===== config.mk =====
export PLATFORM = sky130hd
export DESIGN_NAME = alu_seq
export DESIGN_NICKNAME = d
export VERILOG_FILES = /design/src/rtl/alu_seq_pkg.sv /design/src/rtl/alu_seq_comb.sv /design/src/rtl/alu_seq.sv
export SDC_FILE = /design/constraint.sdc
export NUM_CORES = 1
export LEC_CHECK = 0
export BUFFER_PORTS_ARGS = -buffer_cell sky130_fd_sc_hd__clkbuf_2
export CAP_MARGIN = 20
export CORE_MARGIN = 2
export CORE_UTILIZATION = 60
export CTS_CLUSTER_SIZE = 20
export DETAILED_ROUTE_END_ITERATION = 8
export PLACE_DENSITY_LB_ADDON = 0.15
export SKIP_LAST_GASP = 1
export SYNTH_ARGS = -nofsm -noshare
export SYNTH_HDL_FRONTEND = slang
export SYNTH_SLANG_ARGS = --single-unit

===== constraint.sdc =====
create_clock -name clk -period 3.8 [get_ports clk]
set_input_delay 0.76 -clock clk [delete_from_list [all_inputs] [get_ports clk]]
set_output_delay 0.76 -clock clk [all_outputs]
set_load 0.01 [all_outputs]

===== src/rtl/alu_seq_pkg.sv =====
// ============================================================================
// alu_seq_pkg : opcodes, FSM state type and width helper for alu_seq
// Rev 1.0
// ============================================================================
`default_nettype none

package alu_seq_pkg;

  localparam logic [3:0] OP_ADD   = 4'd0;
  localparam logic [3:0] OP_SUB   = 4'd1;
  localparam logic [3:0] OP_AND   = 4'd2;
  localparam logic [3:0] OP_OR    = 4'd3;
  localparam logic [3:0] OP_XOR   = 4'd4;
  localparam logic [3:0] OP_SLT   = 4'd5;
  localparam logic [3:0] OP_SLTU  = 4'd6;
  localparam logic [3:0] OP_SLL   = 4'd7;
  localparam logic [3:0] OP_SRL   = 4'd8;
  localparam logic [3:0] OP_SRA   = 4'd9;
  localparam logic [3:0] OP_MUL   = 4'd10;
  localparam logic [3:0] OP_PASSA = 4'd11;

  typedef enum logic [1:0] {
    ST_IDLE  = 2'd0,
    ST_SHIFT = 2'd1,
    ST_MUL   = 2'd2,
    ST_DONE  = 2'd3
  } state_e;

  function automatic int shamt_w(input int width);
    return $clog2(width);
  endfunction

endpackage

`default_nettype wire


===== src/rtl/alu_seq_comb.sv =====
// ============================================================================
// alu_seq_comb : single-cycle datapath (add/sub, logic, compares, PASSA)
// Rev 1.0
// ============================================================================
`default_nettype none

module alu_seq_comb
  import alu_seq_pkg::*;
#(
  parameter int WIDTH = 32
) (
  input  logic [WIDTH-1:0] a_i,
  input  logic [WIDTH-1:0] b_i,
  input  logic [3:0]       op_i,
  output logic [WIDTH-1:0] res_o,
  output logic             carry_o
);

  logic [WIDTH:0] w_sum;
  logic [WIDTH:0] w_diff;

  // Subtract as A + ~B + 1 so the top bit is the not-borrow flag directly.
  assign w_sum  = {1'b0, a_i} + {1'b0, b_i};
  assign w_diff = {1'b0, a_i} + {1'b0, ~b_i} + {{WIDTH{1'b0}}, 1'b1};

  always_comb begin
    res_o   = '0;
    carry_o = 1'b0;
    case (op_i)
      OP_ADD: begin
        res_o   = w_sum[WIDTH-1:0];
        carry_o = w_sum[WIDTH];
      end
      OP_SUB: begin
        res_o   = w_diff[WIDTH-1:0];
        carry_o = w_diff[WIDTH];
      end
      OP_AND:   res_o = a_i & b_i;
      OP_OR:    res_o = a_i | b_i;
      OP_XOR:   res_o = a_i ^ b_i;
      OP_SLT:   res_o = {{(WIDTH-1){1'b0}}, ($signed(a_i) < $signed(b_i))};
      OP_SLTU:  res_o = {{(WIDTH-1){1'b0}}, (a_i < b_i)};
      OP_PASSA: res_o = a_i;
      default: begin
        res_o   = '0;
        carry_o = 1'b0;
      end
    endcase
  end

endmodule

`default_nettype wire


===== src/rtl/alu_seq.sv =====
// ============================================================================
// alu_seq : sequential ALU with operand latches, iterative shift/multiply
// Rev 1.0
// ============================================================================
`default_nettype none

module alu_seq
  import alu_seq_pkg::*;
#(
  parameter int WIDTH  = 32,
  parameter bit MUL_EN = 1'b1
) (
  input  logic             clk,
  input  logic             reset,
  input  logic [WIDTH-1:0] opa_i,
  input  logic [WIDTH-1:0] opb_i,
  input  logic [WIDTH-1:0] pass_i,
  input  logic             load_a_i,
  input  logic             load_b_i,
  input  logic             load_pass_i,
  input  logic [3:0]       op_i,
  input  logic             start_i,
  output logic             busy_o,
  output logic [WIDTH-1:0] res_o,
  output logic             res_valid_o,
  input  logic             res_ready_i,
  output logic             zero_o,
  output logic             carry_o,
  output logic [WIDTH-1:0] pass_o
);

  localparam int SHAMT_W = shamt_w(WIDTH);
  localparam logic [SHAMT_W-1:0] c_cnt_one = SHAMT_W'(1);
  localparam logic [SHAMT_W-1:0] c_mul_cnt = SHAMT_W'(WIDTH - 1);

  state_e             state_q, state_d;
  logic [WIDTH-1:0]   a_q, b_q, pass_q;
  logic [WIDTH-1:0]   res_q, res_d;
  logic [WIDTH-1:0]   mcand_q, mcand_d;
  logic [WIDTH-1:0]   mplier_q, mplier_d;
  logic [3:0]         op_q, op_d;
  logic               carry_q, carry_d;
  logic [SHAMT_W-1:0] cnt_q, cnt_d;

  logic [WIDTH-1:0]   w_comb_res;
  logic               w_comb_carry;
  logic [SHAMT_W-1:0] w_shamt;
  logic               w_is_shift;

  alu_seq_comb #(.WIDTH(WIDTH)) u_comb (
    .a_i     (a_q),
    .b_i     (b_q),
    .op_i    (op_i),
    .res_o   (w_comb_res),
    .carry_o (w_comb_carry)
  );

  assign w_shamt    = b_q[SHAMT_W-1:0];
  assign w_is_shift = (op_i == OP_SLL) || (op_i == OP_SRL) || (op_i == OP_SRA);

  function automatic logic [WIDTH-1:0] shift1(input logic [3:0] op, input logic [WIDTH-1:0] x);
    case (op)
      OP_SLL:  return {x[WIDTH-2:0], 1'b0};
      OP_SRL:  return {1'b0, x[WIDTH-1:1]};
      default: return {x[WIDTH-1], x[WIDTH-1:1]};
    endcase
  endfunction

  // The first shift / multiplier step happens on the start edge so that a
  // result needing N steps is valid exactly N cycles after start.
  always_comb begin
    state_d  = state_q;
    res_d    = res_q;
    carry_d  = carry_q;
    op_d     = op_q;
    cnt_d    = cnt_q;
    mcand_d  = mcand_q;
    mplier_d = mplier_q;
    case (state_q)
      ST_IDLE: begin
        if (start_i) begin
          op_d    = op_i;
          carry_d = 1'b0;
          state_d = ST_DONE;
          if (w_is_shift) begin
            if (w_shamt == '0) begin
              res_d = a_q;
            end else begin
              res_d = shift1(op_i, a_q);
              cnt_d = w_shamt - c_cnt_one;
              if (w_shamt != c_cnt_one) state_d = ST_SHIFT;
            end
          end else if ((op_i == OP_MUL) && MUL_EN) begin
            res_d    = b_q[0] ? a_q : '0;
            mcand_d  = {a_q[WIDTH-2:0], 1'b0};
            mplier_d = {1'b0, b_q[WIDTH-1:1]};
            cnt_d    = c_mul_cnt;
            state_d  = ST_MUL;
          end else begin
            res_d   = w_comb_res;
            carry_d = w_comb_carry;
          end
        end
      end
      ST_SHIFT: begin
        res_d = shift1(op_q, res_q);
        cnt_d = cnt_q - c_cnt_one;
        if (cnt_q == c_cnt_one) state_d = ST_DONE;
      end
      ST_MUL: begin
        if (mplier_q[0]) res_d = res_q + mcand_q;
        mcand_d  = {mcand_q[WIDTH-2:0], 1'b0};
        mplier_d = {1'b0, mplier_q[WIDTH-1:1]};
        cnt_d    = cnt_q - c_cnt_one;
        if (cnt_q == c_cnt_one) state_d = ST_DONE;
      end
      ST_DONE: begin
        if (res_ready_i) state_d = ST_IDLE;
      end
      default: state_d = ST_IDLE;
    endcase
  end

  always_ff @(posedge clk) begin
    if (reset) begin
      state_q  <= ST_IDLE;
      a_q      <= '0;
      b_q      <= '0;
      pass_q   <= '0;
      res_q    <= '0;
      carry_q  <= 1'b0;
      op_q     <= '0;
      cnt_q    <= '0;
      mcand_q  <= '0;
      mplier_q <= '0;
    end else begin
      state_q  <= state_d;
      res_q    <= res_d;
      carry_q  <= carry_d;
      op_q     <= op_d;
      cnt_q    <= cnt_d;
      mcand_q  <= mcand_d;
      mplier_q <= mplier_d;
      // Operands stay frozen for the whole operation and while a result waits.
      if (state_q == ST_IDLE) begin
        if (load_a_i)    a_q    <= opa_i;
        if (load_b_i)    b_q    <= opb_i;
        if (load_pass_i) pass_q <= pass_i;
      end
    end
  end

  assign busy_o      = (state_q != ST_IDLE);
  assign res_valid_o = (state_q == ST_DONE);
  assign res_o       = res_valid_o ? res_q : '0;
  assign zero_o      = res_valid_o && (res_q == '0);
  assign carry_o     = res_valid_o && carry_q;
  assign pass_o      = pass_q;

endmodule

`default_nettype wire


==> summary.md <==
| Metric | Value |
|---|---|
| Row cnt | 60 |
| Clock Sinks | a little over 200 |
| Core area | 26,900 µm² |
| Post-Syn Instances | 2,205 |
| Worst hold slack | 0.434 ns |
| Unique masters post-synth | 93 |
| RD Place Congestion | roughly 1.0 |
| Yosys warns | 0 |
| Worst Tran Pin Value | 1.05 ns |
| Mapped cell area | 16,300 µm² |
| Final setup vio count | 0 |
| Max Transition Viols Final | 0 |
| Total gr overflow | 0 |
| RSZ-0062 raised after global routing | true |
| Bufs and invs on worst path | 2 |
| Synth Flop Type | dfxtp_1 |
| Inst Count DP | between 2,000 and 3,000 |
| Asr flop ratio synth | 0 |
| Vias | 17,300 |
| Fin crit share | 0.956 |
| CTS tree | yes |
| Initial core utilization | 0.608 |
| Fillcell total | 2,337 |
| Commonest non-fill, non-tap cells in the layout | nand2_1, a21oi_1, dfxtp_1 |
| Die width | 169 µm |
| Worst Skew | roughly 0.026 ns |
| Iter 0 DRT Violations | slightly above 2,000 |
| Hold_buf cts | 0 |
| Most common cell after layout, fill and taps aside | nand2_1 |
| Max-slew headroom | 0.300 |
| Min Tclk post-route | ~3.6 ns |
| Non-filler cells, final | 2,677 |
| Max cap viols | 0 |
| Critical path arrival | 4.02 ns |
| Overall power | ~12 mW |
| Area growth, synth to finish | 12.6% |
| Initial DRT Pass Iterations | 7 |
| Critical Path Most Common Cell | inv_1 |
| H-tree depth | 1 |
| Number of port buffers | approximately 170 |
| Post-synth EDFFs | 0 |
| Design area | 18,400 µm² |
| Synth top area cells | dfxtp_1, ha_1, a21oi_1 |
| Critical path, cell by cell | inv_1 -> ha_1 -> inv_1 -> nand2_1 -> o211a_1 -> and3_4 -> or3b_4 -> and3_2 -> o21ai_1 -> xnor2_1 -> a221oi_1 -> nor4_1 |
| Clock root cell | clkbuf_16 |
| Global Route Usage Sum | 0.390 |
| Residual DRC count | 0 |
| Fin. Hold Viols | 0 |
| Clk slew on worst S/H paths | 0.07 ns |
| Utilization after layout | 0.685 |
| Pwr Density | approximately 680 nW/µm² |
| Initial antenna violation count | 2 |
| Post-DP HPWL | between 40,000 and 50,000 µm |
| Top cell type's share of synthesized area | 0.247 |
| Die Ht | about 170 µm |
| Routed WL | 57,300 µm |
| Max rail drop VDD | 475 µV |
| Crit end category | flop |
| Num CTS Buffers | 23 |
| WS Path Type | flop to flop |
| Hold Path Class | primary input to flop |
| Yosys top cell by area | dfxtp_1 |
| Clock Latency Late Sink | 0.54 ns |
| Worst Path Required | 4.18 ns |
| DR WL/cell | 21.4 µm |
| Register area share after synthesis | 0.247 |
| Proportion of layout cells with a drive suffix above 1 | 0.145 |
| Status | complete, no violations |
| Avg Cell Area, Syn | between 7 and 8 µm² |
| # IOs | 175 |
| Worst Setup Start Kind | flop |
| Nets | approximately 2,600 |
| Post-place instance area | 17,600 µm² |
| Leak | roughly 7.5 nW |
| Die Footprint | 28,600 µm² |
| Max Fanout on Critical Path | 9 |
| Via density | 6.46 |
| CP max stage delay | 0.58 ns |
| Peak Freq | about 280 MHz |
| CP max-delay cell | a221oi_1 |
| Seq cells post-synth | between 200 and 250 |
| Syn Nets | between 2,000 and 2,500 |
| First-pass GRT wire length | 88,700 µm |
| Antenna Violating Nets Remaining | 0 |
| Clock Tree Buf Depth | 3 |
| Number of global-route vias before repair | 16,000 |
| Largest net degree at the start of global routing | 94 |
| Crit path max-delay family | simple AND/OR/NAND/NOR gates |
## flip-flops by register name, indices dropped and copies added (netlist names)
name	cells
a_q	32
b_q	32
carry_q	1
cnt_q	5
mcand_q	31
mplier_q	31
op_q	4
pass_o	32
res_q	32
state_q	2
## layout make-up
type                    instances  area [µm²]  area share
multi-input cells            1731       11300       0.613
flip-flops and latches        202        4040       0.220
repair buffers                245        1450      0.0788
clock buffers                  33         683      0.0371
inverters                     116         435      0.0237
well taps                     341         427      0.0232
clock inverters                 8        81.3     0.00442
diodes                          1        2.50    0.000136
## power by group
part / leakage [nW] / total [mW] / switching, mW / internal, mW
logic: 5.52 / 6.89 / 4.33 / 2.56
registers: 1.65 / 3.30 / 0.671 / 2.62
clock network: 0.372 / 2.26 / 0.943 / 1.32
total: 7.54 / 12.4 / 5.94 / 6.51
## synth_stat cells, types with 5 or more instances
library cell / number
nor2b_1: 8
buf_1: 5
ha_1: 151
o221ai_1: 7
a21o_1: 21
o21a_1: 5
and3_1: 7
o21ai_1: 9
nand3_1: 28
nor4_1: 18
mux2_2: 16
nor2_1: 199
o21bai_1: 21
nand2b_1: 16
nand4_1: 12
a211oi_1: 90
xor2_1: 11
and2_1: 40
or3_1: 12
mux2i_1: 82
a21oi_1: 268
dfxtp_1: 202
o31ai_1: 21
nand2_1: 298
a221oi_1: 43
a31oi_1: 16
clkbuf_1: 131
inv_1: 113
buf_2: 14
o311ai_0: 6
o211ai_1: 18
xnor2_1: 46
a2111oi_0: 7
o21ai_0: 119
nor3_1: 36
## metal layers
layer | part of all wire | vias up | global-route usage
met5 | 0.00023 | - | 0
met4 | 0.042 | 2 | 0.151
met3 | 0.10 | 161 | 0.0825
met1 | 0.42 | 8135 | 0.523
met2 | 0.44 | 886 | 0.616
li1 | - | 8103 | -
## stage by stage
| step | setup slack, ns | setup TNS [ns] |
|---|---|---|
| finish | 0.166 | 0 |
| detailed placement | 0.195 | 0 |
| floorplan | 0.839 | 0 |
| CTS | 0.167 | 0 |
| global route | -0.0373 | -0.0373 |
| global placement | 0.232 | 0 |
## kinds of logic after synthesis
group | count (synthesis) | synth area share
XOR/XNOR | 57 | 0.0305
AO/OA/AOI/OAI | 720 | 0.285
adder cells (fa/ha/maj) | 154 | 0.119
buffers and inverters | 272 | 0.0657
multiplexers | 98 | 0.0612
AND/OR/NAND/NOR | 702 | 0.191
flip-flops | 202 | 0.247
## path summary, 6_finish.rpt
kind | start | to | slack [ns] | cells after the start
max | a_q[15] | res_q[24] | 0.17 | 12
min reg2reg | pass_o[6] | pass_o[6] | 0.45 | 2
min | opb_i[27] | b_q[27] | 0.43 | 3
max reg2reg | a_q[15] | res_q[24] | 0.17 | 12
## what timing repair did
item | in CTS | in global routing
gates resized for setup | 0 | 2
endpoints found under the hold margin | 0 | 0
setup buffers | 0 | 0
setup endpoints to repair | 0 | 2
## worst reg2reg max path, delay by kind of cell, from the launching register on
kind / cells / cell delay [ns]
simple gates: 5 / 1.09
compound gates: 3 / 1.01
flops: 1 / 0.57
fa+ha+maj: 1 / 0.44
buf+inv: 2 / 0.28
xor+xnor: 1 / 0.10
No activity file was read; power rests on OpenSTA's default activity.
